==> src/rtl/calc_sequencer_if.sv <==
// Command/result bus for calc_sequencer: (op, data) in over valid/ready, (acc, aux, flags) out over valid/ready.
// Both directions follow the same rule: a transfer happens on a rising edge where valid and ready are both high.
interface calc_sequencer_if;
  logic       cmd_valid;
  logic       cmd_ready;
  logic [2:0] cmd_op;
  logic [7:0] cmd_data;
  logic       res_valid;
  logic       res_ready;
  logic [7:0] res_acc;
  logic [7:0] res_aux;
  logic [3:0] res_flags;

  modport master (
    output cmd_valid, cmd_op, cmd_data, res_ready,
    input  cmd_ready, res_valid, res_acc, res_aux, res_flags
  );

  modport slave (
    input  cmd_valid, cmd_op, cmd_data, res_ready,
    output cmd_ready, res_valid, res_acc, res_aux, res_flags
  );
endinterface

==> src/rtl/calc_sequencer.sv <==
// Command-driven 8-bit accumulator; result valid EXEC_CYCLES+1 edges after accept, held until res_ready.
// cmd_ready only in IDLE (commands are never queued). Define CALC_UNDO_EN for the single-level UNDO register.
module calc_sequencer #(
  parameter int unsigned EXEC_CYCLES = 1,
  parameter logic [7:0]  CLR_VALUE   = 8'h00,
  parameter bit          STICKY_ERR  = 1'b0
) (
  input logic             i_clk,
  input logic             i_rst,
  calc_sequencer_if.slave io_bus
);

  typedef enum logic [1:0] {
    S_IDLE,
    S_EXEC,
    S_RESP
  } state_t;

  localparam logic [2:0] OP_LOAD = 3'd0;
  localparam logic [2:0] OP_ADD  = 3'd1;
  localparam logic [2:0] OP_SUB  = 3'd2;
  localparam logic [2:0] OP_MUL  = 3'd3;
  localparam logic [2:0] OP_DIV  = 3'd4;
  localparam logic [2:0] OP_CLR  = 3'd5;
`ifdef CALC_UNDO_EN
  localparam logic [2:0] OP_UNDO = 3'd6;
`endif
  localparam logic [3:0] LP_LAST = 4'(EXEC_CYCLES - 1);

  state_t     r_state;
  logic [3:0] r_cnt;
  logic [2:0] r_op;
  logic [7:0] r_data;
  logic [7:0] r_acc;
  logic       r_cmd_ready;
  logic       r_res_valid;
  logic [7:0] r_res_acc;
  logic [7:0] r_res_aux;
  logic [3:0] r_res_flags;
`ifdef CALC_UNDO_EN
  logic [7:0] r_prev_acc;
`endif

  logic [8:0]  w_sum;
  logic [8:0]  w_diff;
  logic [15:0] w_prod;
  logic [7:0]  w_acc;
  logic [7:0]  w_aux;
  logic        w_err;
  logic        w_dz;
  logic        w_carry;
  logic        w_upd_prev;
  logic        w_err_keep;
  logic [3:0]  w_flags;

  always_comb begin
    w_sum      = {1'b0, r_acc} + {1'b0, r_data};
    w_diff     = {1'b0, r_acc} - {1'b0, r_data};
    w_prod     = {8'd0, r_acc} * {8'd0, r_data};
    w_acc      = r_acc;
    w_aux      = 8'd0;
    w_err      = 1'b0;
    w_dz       = 1'b0;
    w_carry    = 1'b0;
    w_upd_prev = 1'b0;
    case (r_op)
      OP_LOAD: begin
        w_acc      = r_data;
        w_upd_prev = 1'b1;
      end
      OP_ADD: begin
        w_acc      = w_sum[7:0];
        w_carry    = w_sum[8];
        w_aux      = {7'd0, w_sum[8]};
        w_upd_prev = 1'b1;
      end
      OP_SUB: begin
        // bit 8 of the 9-bit difference is the borrow
        w_acc      = w_diff[7:0];
        w_carry    = w_diff[8];
        w_aux      = {7'd0, w_diff[8]};
        w_upd_prev = 1'b1;
      end
      OP_MUL: begin
        w_acc      = w_prod[7:0];
        w_aux      = w_prod[15:8];
        w_carry    = |w_prod[15:8];
        w_upd_prev = 1'b1;
      end
      OP_DIV: begin
        if (r_data == 8'd0) begin
          w_dz  = 1'b1;
          w_err = 1'b1;
        end else begin
          w_acc      = r_acc / r_data;
          w_aux      = r_acc % r_data;
          w_upd_prev = 1'b1;
        end
      end
      OP_CLR: begin
        w_acc      = CLR_VALUE;
        w_upd_prev = 1'b1;
      end
`ifdef CALC_UNDO_EN
      OP_UNDO: begin
        w_acc = r_prev_acc;
      end
`endif
      default: begin
        w_err = 1'b1;
      end
    endcase
  end

  // Sticky ERR survives every command except LOAD and CLR.
  assign w_err_keep = STICKY_ERR && r_res_flags[3] && (r_op != OP_LOAD) && (r_op != OP_CLR);
  assign w_flags    = {w_err | w_err_keep, w_dz, (w_acc == 8'd0), w_carry};

  always_ff @(posedge i_clk) begin
    if (i_rst) begin
      r_state     <= S_IDLE;
      r_cnt       <= 4'd0;
      r_op        <= OP_LOAD;
      r_data      <= 8'd0;
      r_acc       <= CLR_VALUE;
      r_cmd_ready <= 1'b0;
      r_res_valid <= 1'b0;
      r_res_acc   <= CLR_VALUE;
      r_res_aux   <= 8'd0;
      r_res_flags <= 4'd0;
`ifdef CALC_UNDO_EN
      r_prev_acc  <= CLR_VALUE;
`endif
    end else begin
      case (r_state)
        S_IDLE: begin
          r_cmd_ready <= 1'b1;
          if (io_bus.cmd_valid && r_cmd_ready) begin
            r_op        <= io_bus.cmd_op;
            r_data      <= io_bus.cmd_data;
            r_cnt       <= 4'd0;
            r_cmd_ready <= 1'b0;
            r_state     <= S_EXEC;
          end
        end
        S_EXEC: begin
          if (r_cnt == LP_LAST) begin
            r_acc       <= w_acc;
            r_res_acc   <= w_acc;
            r_res_aux   <= w_aux;
            r_res_flags <= w_flags;
            r_res_valid <= 1'b1;
            r_state     <= S_RESP;
`ifdef CALC_UNDO_EN
            // UNDO swaps so a second UNDO restores the value just undone
            if (w_upd_prev || (r_op == OP_UNDO)) begin
              r_prev_acc <= r_acc;
            end
`endif
          end else begin
            r_cnt <= r_cnt + 4'd1;
          end
        end
        S_RESP: begin
          if (r_res_valid && io_bus.res_ready) begin
            r_res_valid <= 1'b0;
            r_cmd_ready <= 1'b1;
            r_state     <= S_IDLE;
          end
        end
        default: begin
          r_cmd_ready <= 1'b0;
          r_res_valid <= 1'b0;
          r_state     <= S_IDLE;
        end
      endcase
    end
  end

`ifndef CALC_UNDO_EN
  logic w_unused_upd;
  assign w_unused_upd = w_upd_prev;
`endif

  assign io_bus.cmd_ready = r_cmd_ready;
  assign io_bus.res_valid = r_res_valid;
  assign io_bus.res_acc   = r_res_acc;
  assign io_bus.res_aux   = r_res_aux;
  assign io_bus.res_flags = r_res_flags;

  a_no_overlap: assert property (@(posedge i_clk) disable iff (i_rst)
    !(r_cmd_ready && r_res_valid));

  a_res_hold: assert property (@(posedge i_clk) disable iff (i_rst)
    (r_res_valid && !io_bus.res_ready) |=>
      (r_res_valid && $stable(r_res_acc) && $stable(r_res_aux) && $stable(r_res_flags)));

endmodule

==> src/flat_wrapper.sv <==
// flat-port wrapper written by rule: the top's interface ports become plain ports
module calc_sequencer_flat 
#(
  parameter int unsigned EXEC_CYCLES = 1,
  parameter logic [7:0]  CLR_VALUE   = 8'h00,
  parameter bit          STICKY_ERR  = 1'b0
)
  (i_clk, i_rst, io_bus_cmd_valid, io_bus_cmd_op, io_bus_cmd_data, io_bus_res_ready, io_bus_cmd_ready, io_bus_res_valid, io_bus_res_acc, io_bus_res_aux, io_bus_res_flags);
  calc_sequencer_if io_bus_i ();
  input logic i_clk;
  input logic i_rst;
  input wire logic [$bits(io_bus_i.cmd_valid)-1:0] io_bus_cmd_valid;
  input wire logic [$bits(io_bus_i.cmd_op)-1:0] io_bus_cmd_op;
  input wire logic [$bits(io_bus_i.cmd_data)-1:0] io_bus_cmd_data;
  input wire logic [$bits(io_bus_i.res_ready)-1:0] io_bus_res_ready;
  output wire logic [$bits(io_bus_i.cmd_ready)-1:0] io_bus_cmd_ready;
  output wire logic [$bits(io_bus_i.res_valid)-1:0] io_bus_res_valid;
  output wire logic [$bits(io_bus_i.res_acc)-1:0] io_bus_res_acc;
  output wire logic [$bits(io_bus_i.res_aux)-1:0] io_bus_res_aux;
  output wire logic [$bits(io_bus_i.res_flags)-1:0] io_bus_res_flags;
  assign io_bus_i.cmd_valid = io_bus_cmd_valid;
  assign io_bus_i.cmd_op = io_bus_cmd_op;
  assign io_bus_i.cmd_data = io_bus_cmd_data;
  assign io_bus_i.res_ready = io_bus_res_ready;
  assign io_bus_cmd_ready = io_bus_i.cmd_ready;
  assign io_bus_res_valid = io_bus_i.res_valid;
  assign io_bus_res_acc = io_bus_i.res_acc;
  assign io_bus_res_aux = io_bus_i.res_aux;
  assign io_bus_res_flags = io_bus_i.res_flags;
  calc_sequencer #(.EXEC_CYCLES(EXEC_CYCLES), .CLR_VALUE(CLR_VALUE), .STICKY_ERR(STICKY_ERR)) u_core (.i_clk(i_clk), .i_rst(i_rst), .io_bus(io_bus_i));
endmodule
==> config.mk <==
export PLATFORM = sky130hd
export DESIGN_NAME = calc_sequencer_flat
export DESIGN_NICKNAME = d
export VERILOG_FILES = /design/src/rtl/calc_sequencer_if.sv /design/src/rtl/calc_sequencer.sv /design/src/flat_wrapper.sv
export SDC_FILE = /design/constraint.sdc
export NUM_CORES = 1
export LEC_CHECK = 0
export ABC_AREA = 1
export CAP_MARGIN = 20
export CORE_MARGIN = 8
export CORE_UTILIZATION = 60
export DETAILED_ROUTE_END_ITERATION = 10
export GPL_ROUTABILITY_DRIVEN = 0
export PLACE_DENSITY_LB_ADDON = 0.08
export SLEW_MARGIN = 40
export SYNTH_ARGS = -nofsm -noshare
export SYNTH_HDL_FRONTEND = slang
export SYNTH_SLANG_ARGS = --single-unit
==> constraint.sdc <==
create_clock -name i_clk -period 11.7 [get_ports i_clk]
set_input_delay 1.17 -clock i_clk [delete_from_list [all_inputs] [get_ports i_clk]]
set_output_delay 1.17 -clock i_clk [all_outputs]
set_load 0.02 [all_outputs]
Word level (Yosys, flattened, before mapping):

Index checks and enable logic that the tools add are counted.

* register bits after elaboration: 39
* bits of input ports: 15
* word-level logic and storage cells: 65

* add/sub/neg operators: 3
* $mul: 1
* div/mod/pow operators: 2
* eq/ne operators: 11
* mux-type cells: 21
* bitwise gates (word level): 2
* reductions and logical operators: 16

Operators with widths (count)
* 8-bit case mux with 6 select lines: 1
* 8-bit case mux with 4 select lines: 1
* 8-bit logical NOT: 2
* 8-bit by 8-bit multiplier with 16-bit output: 1
* 8-bit two-way mux: 2
* 8-bit by 8-bit adder with 9-bit output: 1
* 1-bit case mux with 3 select lines: 3
* 3-bit AND reduction: 3
* 8-bit by 8-bit subtractor with 9-bit output: 1
* 8-bit by 8-bit divider with 8-bit output: 1
* 8-bit by 8-bit remainder unit with 8-bit output: 1
* 4-bit two-way mux: 2
* 4-bit case mux with 2 select lines: 1
* 8-bit OR reduction: 1
* 3-bit by 2-bit == test with 1-bit output (second input constant): 2
* 3-bit == test (second input constant): 2
* 1-bit two-way mux: 6
* 2-bit two-way mux: 3
* 2-bit by 1-bit != test with 1-bit output (second input constant): 3
* 2-bit case mux with 3 select lines: 1
* 2-bit AND reduction: 3
* 5-bit OR reduction: 1
* 4-bit by 1-bit adder with 4-bit output (second input constant): 1
* 4-bit logical NOT: 1
* 10 further kinds: 12

Logic depth before layout (Yosys ltp):

Gate-level depths: netlist of run 1.

* depth in word-level cells: 4
* gate-level depth with buffers: 72
* mapped depth without buffers: 72

Worst setup path before layout of run 1:

Ideal clock, no wire load.

* path type: reg2reg
* start: register u_core.r_data[0]
* end: register u_core.r_res_aux[0] (netlist: u_core.io_bus.res_aux[0])
* library setup time: 0.134 ns
* arrival time: 8.977 ns
* required time: 11.566 ns
* path slack: 2.589 ns
* stages on the path, launching flop included: 64
* path buffers: 0
* clock period less this slack: 9.111 ns
* path through: dfxtp_1 > inv_1 > ha_1 > o21ai_0 > inv_1 > nand3_2 > nand2_1 > ha_1 > o21ai_0 > nand2_1 > nand2_2 > inv_2 > nand2_1 > nand2_1 > inv_1 > ha_1 > a21oi_1 > nand2_1 > [28 not listed] > ha_1 > inv_1 > nor2_1 > a22oi_1 > nand3_2 > nand2_1 > o21ai_0 > fa_1 > nor2_1 > nor2_1 > o21bai_1 > nand2_1 > o2111ai_1 > nor2_1 > nand2_1 > o21ai_0 > o21ai_0 > a21oi_1

* longest elaborated chain between the ends: 3

RTL lines
* start, declared: RTL line calc_sequencer.sv:33 `logic [7:0] r_data;`
* start signal, assigned: RTL line calc_sequencer.sv:140 `r_data <= io_bus.cmd_data;`
* 8-bit by 8-bit remainder unit with 8-bit output or 8-bit logical NOT (tied branches): RTL line calc_sequencer.sv:96, calc_sequencer.sv:91
* 8-bit two-way mux: RTL line calc_sequencer.sv:91 `if (r_data == 8'd0) begin`
* 8-bit case mux with 4 select lines (*): RTL line calc_sequencer.sv:66 `case (r_op)`
* end signal, assigned: RTL line calc_sequencer.sv:150 `r_res_aux <= w_aux;`
* end, declared: RTL line calc_sequencer.sv:38 `logic [7:0] r_res_aux;`

Every way passes the cells marked *; elsewhere a longest branch is shown, timed or not.
A chain may end at the register's enable or synchronous reset.

Final worst setup path of run 1:

* start: register u_core.r_data[0]
* end: register u_core.r_res_aux[2] (netlist: u_core.io_bus.res_aux[2])

The elaborated chain is that of the path after synthesis.

==> results of run 1 <==
registers in the layout, summed over array words and instances, names as in the netlist:
name                     flops
u_core.io_bus.cmd_ready      1
u_core.io_bus.res_valid      1
u_core.io_bus.res_flags      4
u_core.io_bus.res_acc        8
u_core.r_cnt                 4
u_core.r_op                  3
u_core.r_state               2
u_core.io_bus.res_aux        8
u_core.r_data                8
cell usage in the layout (no fill, tap or decap), types with 20 or more instances in the layout:
master             n
o21ai_0           52
dfxtp_1           38
nor2_1            43
ha_1              93
nand3_1           50
fa_1              39
clkdlybuf4s50_1   36
inv_1            170
a21oi_1           89
nand2_1          229
xor2_1            20
per-layer routing:
layer | vias to the layer above | GRT usage [%]
met5 | - | 0
met4 | 2 | 9.063
met3 | 40 | 3.332
met2 | 240 | 43.32
met1 | 2982 | 33.42
li1 | 3274 | -
worst max-delay path, delay by kind of cell, from the launching register on:
family | cells | cell delay, ns
and+or+nand+nor | 31 | 3.67
AOI/OAI and AO/OA | 14 | 2.42
DFF | 1 | 0.63
buffers and inverters | 7 | 0.79
xor gates and xnor gates | 2 | 0.36
adders and majority gates | 8 | 2.55
logic make-up after synthesis:
group,Yosys count,synth area share [%]
xor gates and xnor gates,25,3.242
DFF,39,11.56
adders and majority gates,132,28.79
AOI/OAI and AO/OA,189,15.75
buffers and inverters,215,12.62
and+or+nand+nor,402,28.05
layout make-up:
cell class / count / area [sq um] / area share, %
clock buffers: 5 / 125.1 / 1.703
clock inverters: 3 / 25.02 / 0.3407
inverters: 185 / 709.4 / 9.658
multi-input cells: 748 / 5124 / 69.75
flip-flops and latches: 39 / 782.0 / 10.65
well taps: 140 / 175.2 / 2.385
repair buffers: 42 / 405.4 / 5.519
worst paths after layout:
check | startpoint | to
setup / recovery | u_core.r_data[0] | u_core.io_bus.res_aux[2]
hold / removal | u_core.io_bus.res_aux[1] | u_core.io_bus.res_aux[1]
setup reg to reg | u_core.r_data[0] | u_core.io_bus.res_aux[2]
hold reg to reg | u_core.io_bus.res_aux[1] | u_core.io_bus.res_aux[1]
stage by stage:
step           area (sq um)  worst slack (ns)  util [%]  hold WS [ns]
2_1_floorplan          6754             2.589         -        0.4709
3_3_place_gp           7192             1.676     65.77        0.4530
3_5_place_dp           7194             1.357     65.79        0.4595
4_1_cts                7345             1.329     67.16        0.4717
5_1_grt                7346            0.1019     67.17        0.4870
6_report               7346             1.184     67.17        0.4725
==> results by group, run 1 <==
Layout
  • Area Growth Syn to Fin: 8.763%
  • # fillers: roughly 1000
  • Post-Layout Cell Count: 1162
  • ANT cells: 0
  • Fin nets: 1168
  • Layout cells sized above 1: roughly 8.4%

Synth
  • Dominant cell type by area after synthesis: ha_1
  • Syn_nets: 1149
  • Top cell type's share of synthesized area: approximately 17%
  • Sequential cell area fraction in the yosys report: ~12%
  • Synth Warn #: 0
  • #FFs+latches synth: 39
  • EDFF count, synth: 0
  • Synth cell types: 50
  • Top cells by count, synth: nand2_1, inv_1, ha_1
  • Most frequent cell after synthesis: nand2_1
  • Post-Syn Area: roughly 6800 sq um
  • Top_reg_cell synth: dfxtp_1
  • Cells after Synth: 1002
  • Post-synth ARST share: 0%
  • Syn Area/Cell: around 6.7 sq um
  • Synth area leaders: ha_1, nand2_1, dfxtp_1

Routing
  • Antenna Nets Post-Route: 0
  • DR vias/cell: 5.627
  • Vias: 6538
  • Initial DRT Pass Iterations: 6
  • Met1 wire length: a little over 8 mm
  • Initial drt markers: just over 400
  • DR WL/cell: around 16 um
  • DR DRC count: 0
  • Top routing layer used: met5
  • WL met2: 8.811 mm
  • Routed wl met3: 1.152 mm
  • Routed WL: 18.77 mm

Critical path
  • Cell mode on critical path: nand2_1
  • Worst R2R Setup Slack: 1.18 ns
  • Crit end category: flip-flop
  • Max Fanout on Critical Path: 12
  • Setup Crit Path Kind: flip-flop to flip-flop
  • Crit start category: flip-flop
  • Critical path's largest stage delay: 0.63 ns
  • Worst EP required: between 10 and 15 ns
  • Worst R2R Path Depth: 62
  • CP max-delay cell: dfxtp_1
  • Arr. time, crit path: 10.71 ns

STA
  • Skew final: ~0.0072 ns
  • Hold Violations, Final: 0
  • Max-slew violations: 0
  • RSZ-0062 raised after global routing: false
  • Slew @ Worst Pin: a little over 0.8 ns
  • Final setup violating endpoints: 0
  • Slew HR: 46.08%
  • Final setup TNS: 0 ns
  • Period utilisation layout: 89.88%
  • Minimum clock period: between 10 and 15 ns
  • FMAX: approximately 95 MHz

Worst hold path
  • Hold Path Cell Cnt: 2
  • Worst hold path class: flip-flop to flip-flop

Die
  • Starting Density: between 60% and 70%
  • I/O pin count: 37
  • Die Ht: 122.1 um
  • Row cnt: 38
  • Core box area: ~11000 sq um
  • Die Wd: approximately 120 um
  • Die ar.: between 10000 and 15000 sq um

CTS
  • CTS Buffer Depth: 2
  • Post-CTS Setup Bufs: 0
  • Clock slew at reported path FFs: around 0.060 ns
  • Clock sinks: 39
  • Worst skew pair latency: about 0.29 ns
  • H-tree depth: 2
  • Num CTS Buffers: 5
  • Post-CTS Hold Buffers: 0
  • CTS tree: yes
  • Clk root buf: clkbuf_16
  • Post-cts gate resize count: 0

Global routing
  • Pin count of the biggest net entering global routing: 26
  • First-pass GRT wire length: approximately 31 mm
  • GRT overflow: 0
  • Vias in the first global route: around 6300
  • All-Layer GR Usage: between 20% and 30%
  • Initial antenna violation count: 1

Place
  • PortBufs: 36
  • Detailed Place HPWL: between 10 and 15 mm
  • Number of placed cells counting well taps: around 1200

Run status
  • Outcome: finished, final reports clean

Job
  • Maxcap violations: 0
Power of run 1 is left out: the tool's default activity adds up to more than one toggle a clock period on the data nets, which glitch-free logic cannot reach.
==> run 2, diff against run 1 <==
--- a/config.mk
+++ b/config.mk
@@ -11,7 +11,9 @@
 export CORE_UTILIZATION = 60
 export DETAILED_ROUTE_END_ITERATION = 10
 export GPL_ROUTABILITY_DRIVEN = 0
+export MAX_ROUTING_LAYER = met4
 export PLACE_DENSITY_LB_ADDON = 0.08
+export RECOVER_POWER = 100
 export SLEW_MARGIN = 40
 export SYNTH_ARGS = -nofsm -noshare
 export SYNTH_HDL_FRONTEND = slang
==> results by group, run 2 (synthesis results as in run 1) <==
Critical path
  • Setup Crit Path Kind: flip-flop to flip-flop
  • Critical path's largest stage delay: 0.64 ns (about the same)
  • Cell mode on critical path: nand2_1
  • CP max-delay cell: dfxtp_1
  • Worst EP required: 11.90 ns (about the same)
  • Crit start category: flip-flop
  • Arr. time, crit path: 10.79 ns (+0.08 ns)
  • Max Fanout on Critical Path: 12 (unchanged)
  • Worst R2R Setup Slack: 1.12 ns (-0.07 ns)
  • Crit end category: flip-flop

Global routing
  • All-Layer GR Usage: 26.62% (+0.78 points)
  • Initial antenna violation count: 1 (unchanged)
  • GRT overflow: 0 (unchanged)
  • First-pass GRT wire length: 30.86 mm (unchanged)
  • Pin count of the biggest net entering global routing: 26 (unchanged)
  • Vias in the first global route: 6252 (-0.048%)

STA
  • Slew @ Worst Pin: 1.376 ns (+0.5695 ns)
  • FMAX: 94.49 MHz (-0.64%)
  • Minimum clock period: 10.58 ns (+0.06805 ns)
  • Fin Hold WS: 0.4690 ns (-0.003544 ns)
  • Final worst slack: 1.116 ns (-0.06805 ns)
  • Final setup violating endpoints: 0 (unchanged)
  • Skew final: 0.007679 ns (+0.0004558 ns)
  • Period utilisation layout: 90.46% (+0.58 points)
  • Slew HR: 7.942% (-38 points)
  • Hold Violations, Final: 0 (unchanged)
  • Final setup TNS: 0 ns (unchanged)
  • Max-slew violations: 0 (unchanged)
  • RSZ-0062 raised after global routing: false

CTS
  • Clock sinks: 39 (unchanged)
  • Post-CTS Hold Buffers: 0 (unchanged)
  • Post-CTS Setup Bufs: 0 (unchanged)
  • H-tree depth: 2 (unchanged)
  • CTS tree: yes
  • Num CTS Buffers: 5 (unchanged)
  • CTS Buffer Depth: 2 (unchanged)
  • Clk root buf: clkbuf_16
  • Clock slew at reported path FFs: 0.06 ns (about the same)
  • Worst skew pair latency: 0.29 ns (about the same)
  • Post-cts gate resize count: 0 (unchanged)

Layout
  • Layout cells sized above 1: 8.219% (-0.20 points)
  • Most frequent cells in the layout: nand2_1, inv_1, ha_1
  • Area Growth Syn to Fin: 8.633%
  • Fin nets: 1168 (unchanged)
  • Final Util: 67.09% (-0.080 points)
  • Most common cell after layout, fill and taps aside: nand2_1

Routing
  • DR WL/cell: 16.12 um (-0.20%)
  • Vias: 6517 (-0.32%)
  • Initial DRT Pass Iterations: 5 (-1)
  • Initial drt markers: 478 (+19%)
  • DR vias/cell: 5.604 (-0.41%)
  • Routed WL: 18.74 mm (-0.11%)
  • Antenna Nets Post-Route: 0 (unchanged)
  • DR DRC count: 0 (unchanged)

Die
  • Die ar.: 14910 sq um (unchanged)
  • Die Ht: 122.1 um (unchanged)
  • Core box area: 10940 sq um (unchanged)
  • Starting Density: 61.76% (unchanged)
  • Row cnt: 38 (unchanged)
  • I/O pin count: 37 (unchanged)
  • Die Wd: 122.1 um (unchanged)

Run status
  • Outcome: finished, final reports clean

Place
  • PortBufs: 36 (unchanged)
  • Dpl ws: 1.357 ns (unchanged)
  • Detailed Place HPWL: 14.76 mm (unchanged)

Job
  • Maxcap violations: 0 (unchanged)

Worst hold path
  • Worst hold path class: flip-flop to flip-flop
==> run 2: changes by cell type in the layout (fill, tap and decap cells not counted), sizes merged <==
cell | before | now
buf | 6 | 5
dlygate4sd3 | 0 | 22
diode | 0 | 1
clkbuf | 5 | 6
clkdlybuf4s50 | 36 | 14
==> run 2: worst paths after layout <==
kind | from | to | cells past startpoint
setup / recovery | u_core.r_data[0] | u_core.io_bus.res_aux[2] | 62
hold / removal | u_core.io_bus.res_aux[1] | u_core.io_bus.res_aux[1] | 2
setup reg to reg | u_core.r_data[0] | u_core.io_bus.res_aux[2] | 62
hold reg to reg | u_core.io_bus.res_aux[1] | u_core.io_bus.res_aux[1] | 2
==> run 2: per-stage QoR <==
stage	cell area, sq um	std cells
after floorplan	6754	1002
after global placement	7192	1154
after detailed placement	7194	1154
after CTS	7345	1162
after global routing	7337	1163
final	7337	1163
==> run 2: layer usage <==
| layer | global-route usage [%] | wire length [um] | up-vias |
|---|---|---|---|
| met2 | 43.29 | 8795 | 228 |
| met3 | 3.054 | 1194 | 33 |
| met5 | - | 0 | - |
| met4 | 9.063 | 533 | 0 |
| met1 | 33.61 | 8222 | 2977 |
| li1 | - | - | 3279 |
==> run 2: layout make-up <==
| type | instances | area, sq um |
|---|---|---|
| multi-input combinational | 748 | 5116 |
| fill | 1043 | 3598 |
| sequential | 39 | 782.0 |
| inverter | 185 | 709.4 |
| timing repair buffer | 42 | 401.6 |
| tap | 140 | 175.2 |
| clock buffer | 5 | 125.1 |
| clock inverter | 3 | 25.02 |
| antenna | 1 | 2.502 |
==> run 2: worst max-delay path, delay by kind of cell, from the launching register on <==
family / cells / cell delay [ns]
AOI/OAI and AO/OA: 14 / 2.48
adders and majority gates: 8 / 2.55
and+or+nand+nor: 31 / 3.70
xor gates and xnor gates: 2 / 0.35
DFF: 1 / 0.64
buffers and inverters: 7 / 0.80
Power of run 2 is left out for the same reason.
==> run 3, diff against run 2 <==
--- a/config.mk
+++ b/config.mk
@@ -8,9 +8,10 @@
 export ABC_AREA = 1
 export CAP_MARGIN = 20
 export CORE_MARGIN = 8
-export CORE_UTILIZATION = 60
+export CORE_UTILIZATION = 24
 export DETAILED_ROUTE_END_ITERATION = 10
 export GPL_ROUTABILITY_DRIVEN = 0
+export GPL_TIMING_DRIVEN = 0
 export MAX_ROUTING_LAYER = met4
 export PLACE_DENSITY_LB_ADDON = 0.08
 export RECOVER_POWER = 100
==> results by group, run 3 (synthesis results as in run 1) <==
Worst hold path
  • Worst hold path class: flip-flop to flip-flop

Die
  • Die Ht: 183.8 um (+51%)
  • I/O pin count: 37 (unchanged)
  • Die ar.: 33770 sq um (+130%)
  • Core box area: 27780 sq um (+150%)
  • Die Wd: 183.8 um (+51%)
  • Row cnt: 61 (+61%)
  • Starting Density: 24.31% (-37 points)

STA
  • Period utilisation layout: 90.18% (-0.28 points)
  • Max-slew violations: 0 (unchanged)
  • Slew HR: 43.98% (+36 points)
  • Slew @ Worst Pin: 0.8403 ns (-0.5355 ns)
  • Final setup violating endpoints: 0 (unchanged)
  • Skew final: 0.008548 ns (+0.0008686 ns)
  • Minimum clock period: 10.55 ns (-0.03305 ns)
  • FMAX: 94.78 MHz (+0.31%)
  • Hold Violations, Final: 0 (unchanged)

Layout
  • Area Growth Syn to Fin: 15.65%
  • Most common cell after layout, fill and taps aside: nand2_1
  • Layout cells sized above 1: 9.420% (+1.2 points)
  • Fin nets: 1197 (+2.5%)
  • Post-Layout Cell Count: 1429 (+23%)
  • Most frequent cells in the layout: nand2_1, inv_1, ha_1
  • ANT cells: 0 (-1)

CTS
  • Clock sinks: 39 (unchanged)
  • Clock slew at reported path FFs: 0.06 ns (about the same)
  • CTS tree: yes
  • H-tree depth: 2 (unchanged)
  • CTS Buffer Depth: 2 (unchanged)
  • Worst skew pair latency: 0.29 ns (about the same)
  • Clk root buf: clkbuf_16
  • Num CTS Buffers: 5 (unchanged)

Routing
  • Initial DRT Pass Iterations: 5 (unchanged)
  • Routed WL: 24.28 mm (+30%)
  • DR vias/cell: 4.516 (-19%)
  • Initial drt markers: 315 (-34%)
  • DR WL/cell: 16.99 um (+5.4%)
  • DR DRC count: 0 (unchanged)
  • Antenna Nets Post-Route: 0 (unchanged)
  • Vias: 6453 (-0.98%)

Critical path
  • Crit end category: flip-flop
  • CP max-delay cell: dfxtp_4
  • Worst R2R End: u_core.io_bus.res_flags[1]
  • Crit start category: flip-flop
  • Critical path's largest stage delay: 0.49 ns (-0.15 ns)
  • Worst R2R Start: u_core.r_data[0]
  • Crit path launch: u_core.r_data[0]
  • Worst R2R Path Depth: 65 (+4.8%)
  • Cell mode on critical path: nand2_1
  • Max Fanout on Critical Path: 12 (unchanged)
  • Worst R2R Setup Slack: 1.15 ns (+0.03 ns)
  • Worst setup path endpoint: u_core.io_bus.res_flags[1]
  • Worst EP required: 11.85 ns (-0.05 ns)
  • Setup Crit Path Kind: flip-flop to flip-flop
  • Arr. time, crit path: 10.71 ns (-0.08 ns)

Job
  • Maxcap violations: 0 (unchanged)

Place
  • Detailed Place HPWL: 19.95 mm (+35%)
  • Number of placed cells counting well taps: 1417 (+23%)
  • PortBufs: 36 (unchanged)

Global routing
  • First-pass GRT wire length: 38.23 mm (+24%)
  • All-Layer GR Usage: 15.13% (-11 points)
  • Pin count of the biggest net entering global routing: 14 (-46%)
  • Initial antenna violation count: 0 (-1)
  • Vias in the first global route: 6639 (+6.2%)
  • GRT overflow: 0 (unchanged)

Run status
  • Outcome: finished, final reports clean
-- run 3: layout make-up --
class                           instances  area, sq um
Buffer                                 30        145.1
Timing Repair Buffer                   41        401.6
Clock buffer                            5        125.1
Tap cell                              378        473.0
Multi-Input combinational cell        748         5146
Clock inverter                          3        20.02
Fill cell                            3211        19970
Inverter                              185        715.7
Sequential cell                        39        784.5
-- run 3: layer usage --
layer  share of wire [%]  vias up  wire length, um  track usage, %
met4                 1.7        0              410           3.162
met5                   0        -                0               -
li1                    -     3321                -               -
met3                 1.3       18              326          0.7905
met1                  47     3046            11490           19.06
met2                  50       68            12050           26.48
-- run 3: metrics by stage --
stage          util, %  TNS [ns]  setup slack (ns)  instance area [sq um]  hold slack (ns)
2_1_floorplan        -         0             2.589                   6754           0.4709
3_3_place_gp     27.31   -0.1786          -0.06619                   7587           0.4638
3_5_place_dp     27.36         0         0.0003633                   7600           0.4607
4_1_cts          27.89         0            0.1181                   7747           0.4728
5_1_grt          28.12  -0.01203          -0.01203                   7811           0.4836
6_report         28.12         0             1.149                   7811           0.4674
-- run 3: worst max-delay path: cells and delay by family (launching register included) --
family | cells | cell delay [ns]
AOI/OAI and AO/OA | 16 | 2.37
xor gates and xnor gates | 1 | 0.19
adders and majority gates | 8 | 2.59
buffers and inverters | 8 | 1.07
DFF | 1 | 0.49
and+or+nand+nor | 32 | 3.66
-- run 3: what timing repair did --
item / CTS / global route
setup buffers: 0 / 4
resized for setup: 1 / 12
hold buffers: 0 / 0
endpoints found under the setup margin: 2 / 10
-- run 3: worst min path at each step --
stage | start | endpoint | slack, ns | depth (start not counted)
floorplan | u_core.r_op[0] | u_core.r_op[0] | 0.47 | 2
global placement | u_core.io_bus.res_flags[1] | u_core.io_bus.res_flags[1] | 0.46 | 2
detailed placement | u_core.io_bus.res_flags[0] | u_core.io_bus.res_flags[0] | 0.46 | 2
CTS | u_core.io_bus.res_flags[0] | u_core.io_bus.res_flags[0] | 0.47 | 2
global route | u_core.io_bus.res_flags[0] | u_core.io_bus.res_flags[0] | 0.48 | 2
finish | u_core.io_bus.res_flags[0] | u_core.io_bus.res_flags[0] | 0.47 | 2
Power of run 3 is left out for the same reason.
